==> src/rtl/vga_timing_gen.sv <==
// rtl/vga_timing_gen.sv - VGA raster counters with DLY-deep registered sync/video/strobe outputs
// Optional macro VGA_FRAME_CNT_EN adds a 16-bit frame counter output.
module vga_timing_gen #(
  parameter int H_DISP = 640,
  parameter int H_FP   = 16,
  parameter int H_SYNC = 96,
  parameter int H_BP   = 48,
  parameter int V_DISP = 480,
  parameter int V_FP   = 10,
  parameter int V_SYNC = 2,
  parameter int V_BP   = 33,
  parameter bit H_POL  = 1'b0,
  parameter bit V_POL  = 1'b0,
  parameter int DLY    = 1,
  parameter int CW     = 12
) (
  input  logic          clk,
  input  logic          rst_n,
  input  logic          en,
  output logic [CW-1:0] pixel_x,
  output logic [CW-1:0] pixel_y,
  output logic          hsync,
  output logic          vsync,
  output logic          video_on,
  output logic          line_start,
  output logic          frame_start
`ifdef VGA_FRAME_CNT_EN
  ,
  output logic [15:0]   frame_cnt
`endif
);

  localparam int H_TOTAL = H_DISP + H_FP + H_SYNC + H_BP;
  localparam int V_TOTAL = V_DISP + V_FP + V_SYNC + V_BP;

  localparam logic [CW-1:0] H_LAST = CW'(H_TOTAL - 1);
  localparam logic [CW-1:0] V_LAST = CW'(V_TOTAL - 1);
  localparam logic [CW-1:0] H_VIS  = CW'(H_DISP);
  localparam logic [CW-1:0] V_VIS  = CW'(V_DISP);
  localparam logic [CW-1:0] HS_BEG = CW'(H_DISP + H_FP);
  localparam logic [CW-1:0] HS_END = CW'(H_DISP + H_FP + H_SYNC - 1);
  localparam logic [CW-1:0] VS_BEG = CW'(V_DISP + V_FP);
  localparam logic [CW-1:0] VS_END = CW'(V_DISP + V_FP + V_SYNC - 1);

  // Pipeline word: {hsync, vsync, video_on, line_start, frame_start}
  localparam logic [4:0] IDLE = {!H_POL, !V_POL, 3'b000};

  logic [CW-1:0] r_h;
  logic [CW-1:0] r_v;
  logic          w_h_wrap;
  logic          w_v_wrap;
  logic          w_hs_act;
  logic          w_vs_act;
  logic [4:0]    w_raw;
  logic [4:0]    r_pipe [DLY];

  assign w_h_wrap = (r_h == H_LAST);
  assign w_v_wrap = (r_v == V_LAST);
  assign w_hs_act = (r_h >= HS_BEG) && (r_h <= HS_END);
  assign w_vs_act = (r_v >= VS_BEG) && (r_v <= VS_END);

  always_ff @(posedge clk or negedge rst_n) begin
    if (!rst_n) begin
      r_h <= '0;
      r_v <= '0;
    end else if (!en) begin
      r_h <= '0;
      r_v <= '0;
    end else if (w_h_wrap) begin
      r_h <= '0;
      r_v <= w_v_wrap ? '0 : r_v + 1'b1;
    end else begin
      r_h <= r_h + 1'b1;
    end
  end

  // Disabled cycles feed inactive values so the chain drains cleanly.
  always_comb begin
    w_raw = IDLE;
    if (en) begin
      w_raw = {w_hs_act ? H_POL : !H_POL,
               w_vs_act ? V_POL : !V_POL,
               (r_h < H_VIS) && (r_v < V_VIS),
               (r_h == '0),
               (r_h == '0) && (r_v == '0)};
    end
  end

  always_ff @(posedge clk or negedge rst_n) begin
    if (!rst_n) begin
      for (int i = 0; i < DLY; i++) r_pipe[i] <= IDLE;
    end else begin
      r_pipe[0] <= w_raw;
      for (int i = 1; i < DLY; i++) r_pipe[i] <= r_pipe[i-1];
    end
  end

  assign pixel_x = r_h;
  assign pixel_y = r_v;
  assign {hsync, vsync, video_on, line_start, frame_start} = r_pipe[DLY-1];

`ifdef VGA_FRAME_CNT_EN
  logic [15:0] r_frame_cnt;

  always_ff @(posedge clk or negedge rst_n) begin
    if (!rst_n) begin
      r_frame_cnt <= '0;
    end else if (en && w_h_wrap && w_v_wrap) begin
      r_frame_cnt <= r_frame_cnt + 16'd1;
    end
  end

  assign frame_cnt = r_frame_cnt;
`endif

endmodule

==> config.mk <==
export PLATFORM = sky130hd
export DESIGN_NAME = vga_timing_gen
export DESIGN_NICKNAME = d
export VERILOG_FILES = /design/src/rtl/vga_timing_gen.sv
export SDC_FILE = /design/constraint.sdc
export NUM_CORES = 1
export LEC_CHECK = 0
export ABC_AREA = 1
export CORE_ASPECT_RATIO = 1.4
export CORE_MARGIN = 2
export CORE_UTILIZATION = 49
export CTS_BUF_LIST = sky130_fd_sc_hd__clkbuf_4 sky130_fd_sc_hd__clkbuf_8
export DETAILED_ROUTE_END_ITERATION = 8
export PLACE_DENSITY = 0.86
export SETUP_SLACK_MARGIN = 0.05
export SYNTH_ARGS = -nofsm -noshare
export SYNTH_HDL_FRONTEND = slang
export SYNTH_SLANG_ARGS = --single-unit
==> constraint.sdc <==
create_clock -name clk -period 1.5 [get_ports clk]
set_clock_uncertainty 0.15 [all_clocks]
set_input_delay 0.3 -clock clk [delete_from_list [all_inputs] [get_ports clk]]
set_output_delay 0.3 -clock clk [all_outputs]
set_load 0.1 [all_outputs]
==> metrics.log <==
[metrics] Iteration-0 DRC Markers: 182
[metrics] # DRC: 0
[metrics] Slowest Stage Delay on Critical Path: 0.43 ns
[metrics] Total Wirelength: 7580 um
[metrics] data arrival time of the critical path: 1.93 ns
[metrics] Synthesis Warnings: 0
[metrics] FF-to-FF setup slack: -0.35 ns
[metrics] type of origin of the critical path: flip-flop
[metrics] violated checks: negative setup slack
[metrics] horizontal die dimension: 54.5 um
[metrics] status: finished, violations left
[metrics] nets in the synthesized netlist: 255
[metrics] termination of the worst setup path: pixel_y[7]$_DFFE_PN0P_
[metrics] final weighted congestion in routability-driven placement: 0.971
[metrics] ports placed on the boundary: 32
[metrics] antenna violations before repair: 0
[metrics] synthesized netlist cell count: 247
[metrics] Detail Route Antenna Nets: 0
[metrics] starting density of the core: 51.3%
[metrics] detailed placement HPWL: 3710 um
[metrics] ratio of final minimum period to clock period: 124%
[metrics] total track usage: 31.6%
[metrics] reg2reg path depth: 8
[metrics] largest net degree at the start of global routing: 30
[metrics] multi-input combinational cell area: 1040 sq um
[metrics] Core Rows: 25
[metrics] total stage count of the critical path: 8
[metrics] Post-Synthesis Mean Instance Area: 7.09 sq um
[metrics] Slew Viols, Final: 0
[metrics] synth-to-layout area growth: 78.4%
[metrics] cell family with most CP delay: simple AND/OR/NAND/NOR gates
[metrics] via count: 2246
[metrics] clock root cell: clkbuf_8
[metrics] Setup WS post-layout: -0.353 ns
[metrics] detailed-router iteration count before antenna repair: 9
[metrics] peak supply drop: 735 uV
[metrics] unrepaired setup endpoints after global routing: true
[metrics] post-DR vias/cell: 6.14
[metrics] first element of the critical path: pixel_x[1]$_DFF_PN0_
[metrics] register area: 788 sq um
[metrics] deepest clock path buffer count: 2
[metrics] fin crit period: 1.85 ns
[metrics] Worst-Skew Late Latency: 0.30 ns
[metrics] post-synth cell types: 24
[metrics] Synth area leaders: dfrtp_1 (39%), nand2_1 (17%), nor2_1 (7.7%), inv_1 (6.2%), nand3_1 (5.7%)
[metrics] Die ar.: 4070 sq um
[metrics] antenna diode count: 0
[metrics] ratio of total power to cell area: 598 nW/um^2
[metrics] number of global-route vias before repair: 1987
[metrics] routed length per placed instance: 20.7 um
[metrics] clock tree from TritonCTS: built
[metrics] clock-pin transition on the worst setup and hold timing paths: 0.07 ns
[metrics] post-synth top area cell: dfrtp_1
[metrics] share of layout cells above drive strength 1: 50.9%
[metrics] ordered cell list for the critical path: ha_4 -> nand2_4 -> nor2_4 -> nand3_4 -> nor2_8 -> buf_6 -> nand4_1 -> nand2_2
[metrics] cell leakage power: 0.00151 uW
[metrics] wire length of the first global-routing pass: 9160 um
[metrics] top achievable clock speed: 0.540 GHz
[metrics] actual transition at the worst max-transition pin: 0.404 ns
[metrics] Max Cap Viol: 0
[metrics] Nets: 333
[metrics] Post-Synthesis Cell Area: 1750 sq um
[metrics] final hold vios: 0
[metrics] H-tree levels: 2
[metrics] fraction of synthesized cell area taken by the top area cell type: 38.6%
[metrics] clock tree sinks: 29
[metrics] critical path class: reg2reg
[metrics] number of buffers created by CTS: 5
[metrics] pre-CTS setup slack: -0.171 ns
[metrics] final setup violating endpoints: 33
[metrics] kind of end point of the critical path: flip-flop
[metrics] Sum Neg Setup Slack: -5.85 ns
[metrics] Core Area: 3410 sq um
[metrics] headroom to the max-slew limit: 72.9%
[metrics] crit path buf inv count: 1
[metrics] maximum fanout count along the critical path: 8
[metrics] class of the tightest hold or removal check: in2async
[metrics] Port Buf Inserts: 31
[metrics] flip-flop and latch count after synthesis: 29
[metrics] slowest cell on the critical path: dfrtp_4
[metrics] Data required, critical path: 1.57 ns
[metrics] GRT overflow: 0
[metrics] r2r startpoint: pixel_x[1]$_DFF_PN0_
[metrics] hold_ws: 0.216 ns
[metrics] number of filler instances in the final layout: 131
[metrics] capture instance of the worst register-to-register path: pixel_y[7]$_DFFE_PN0P_
[metrics] sequential area share after synthesis: 41.6%
[metrics] Die Span Y: 74.7 um
per-stage QoR:
step                instances  util, %  total power, uW  instance area, sq um
finish                    366     91.6             1870                  3120
global route              366     91.6             1930                  3120
CTS                       357     86.1             1810                  2940
detailed placement        342     79.4             1090                  2710
global placement          342     79.4             1090                  2710
floorplan                 247        -              966                  1870
synthesized netlist by cell type:
master	count
nand2_1	78
nor2_1	36
inv_1	29
dfrtp_1	27
nand3_1	20
nand4_1	11
inv_2	9
nor3_1	9
ha_1	5
xor2_1	4
o21ai_0	3
a21oi_1	2
dfstp_2	2
nor2_4	2
buf_1	1
buf_2	1
buf_6	1
clkinv_1	1
nand2_2	1
nand3_4	1
nor2_8	1
nor3b_1	1
o2111ai_1	1
o311ai_0	1
state kept, by name (all words and copies together), names as in the netlist:
name / flops
pixel_x: 12
pixel_y: 12
r_pipe: 5
final cells by class:
cell class,instances,share of cell area (%)
sequential,29,25.2
clock buffer,7,3.08
clock inverter,1,0.160
tap,40,1.60
inverter,39,4.85
multi-input combinational,176,33.4
timing repair buffer,74,31.7
where the power goes:
group / internal (uW) / switching, uW
clock: 415 / 336
sequential: 799 / 17.8
combinational: 108 / 191
cells by family after synthesis:
group | share of synthesized area [%]
AND/OR/NAND/NOR | 40.9
adder cells (fa/ha/maj) | 3.57
buffers and inverters | 9.51
AO/OA/AOI/OAI | 2.43
flip-flops | 41.6
XOR/XNOR | 2.00
layer usage:
metal | global-route usage, % | wire length, um | up-vias
li1 | - | - | 929
met1 | 33.5 | 2430 | 1034
met2 | 52.5 | 3700 | 207
met3 | 8.73 | 697 | 76
met4 | 22.5 | 750 | 0
met5 | 0 | 0 | -
repair_timing:
| action | CTS | global route |
|---|---|---|
| gates resized for setup | 22 | 36 |
| buffers inserted | 7 | 9 |
| hold buffers | 0 | 0 |
| endpoints found under the setup margin | 38 | 45 |
| pin swaps | 13 | 10 |
| gates cloned | 0 | 0 |
worst min path at each step:
stage | startpoint | endpoint | slack, ns | depth (start not counted)
global route | rst_n | pixel_x[4]$_DFF_PN0_ | 0.22 | 2
finish | rst_n | r_pipe[2]$_DFF_PN0_ | 0.22 | 2
floorplan | rst_n | pixel_x[10]$_DFF_PN0_ | -0.15 | 0
CTS | rst_n | pixel_x[2]$_DFF_PN0_ | 0.23 | 2
global placement | pixel_y[11]$_DFFE_PN0P_ | pixel_y[11]$_DFFE_PN0P_ | 0.39 | 2
detailed placement | pixel_y[11]$_DFFE_PN0P_ | pixel_y[11]$_DFFE_PN0P_ | 0.39 | 2
placed cells by master, fill, tap and decap left out, drive strengths merged:
| cell type | count |
|---|---|
| nand2 | 79 |
| buf | 72 |
| nor2 | 39 |
| inv | 38 |
| dfrtp | 27 |
| nand3 | 21 |
| nand4 | 11 |
| nor3 | 9 |
| clkbuf | 7 |
| ha | 5 |
| xor2 | 4 |
| o21ai | 3 |
| clkdlybuf4s50 | 2 |
| dfstp | 2 |
| a21oi | 2 |
| clkinv | 2 |
| o311ai | 1 |
| nor3b | 1 |
| o2111ai | 1 |
No activity file was read; power rests on OpenSTA's default activity.
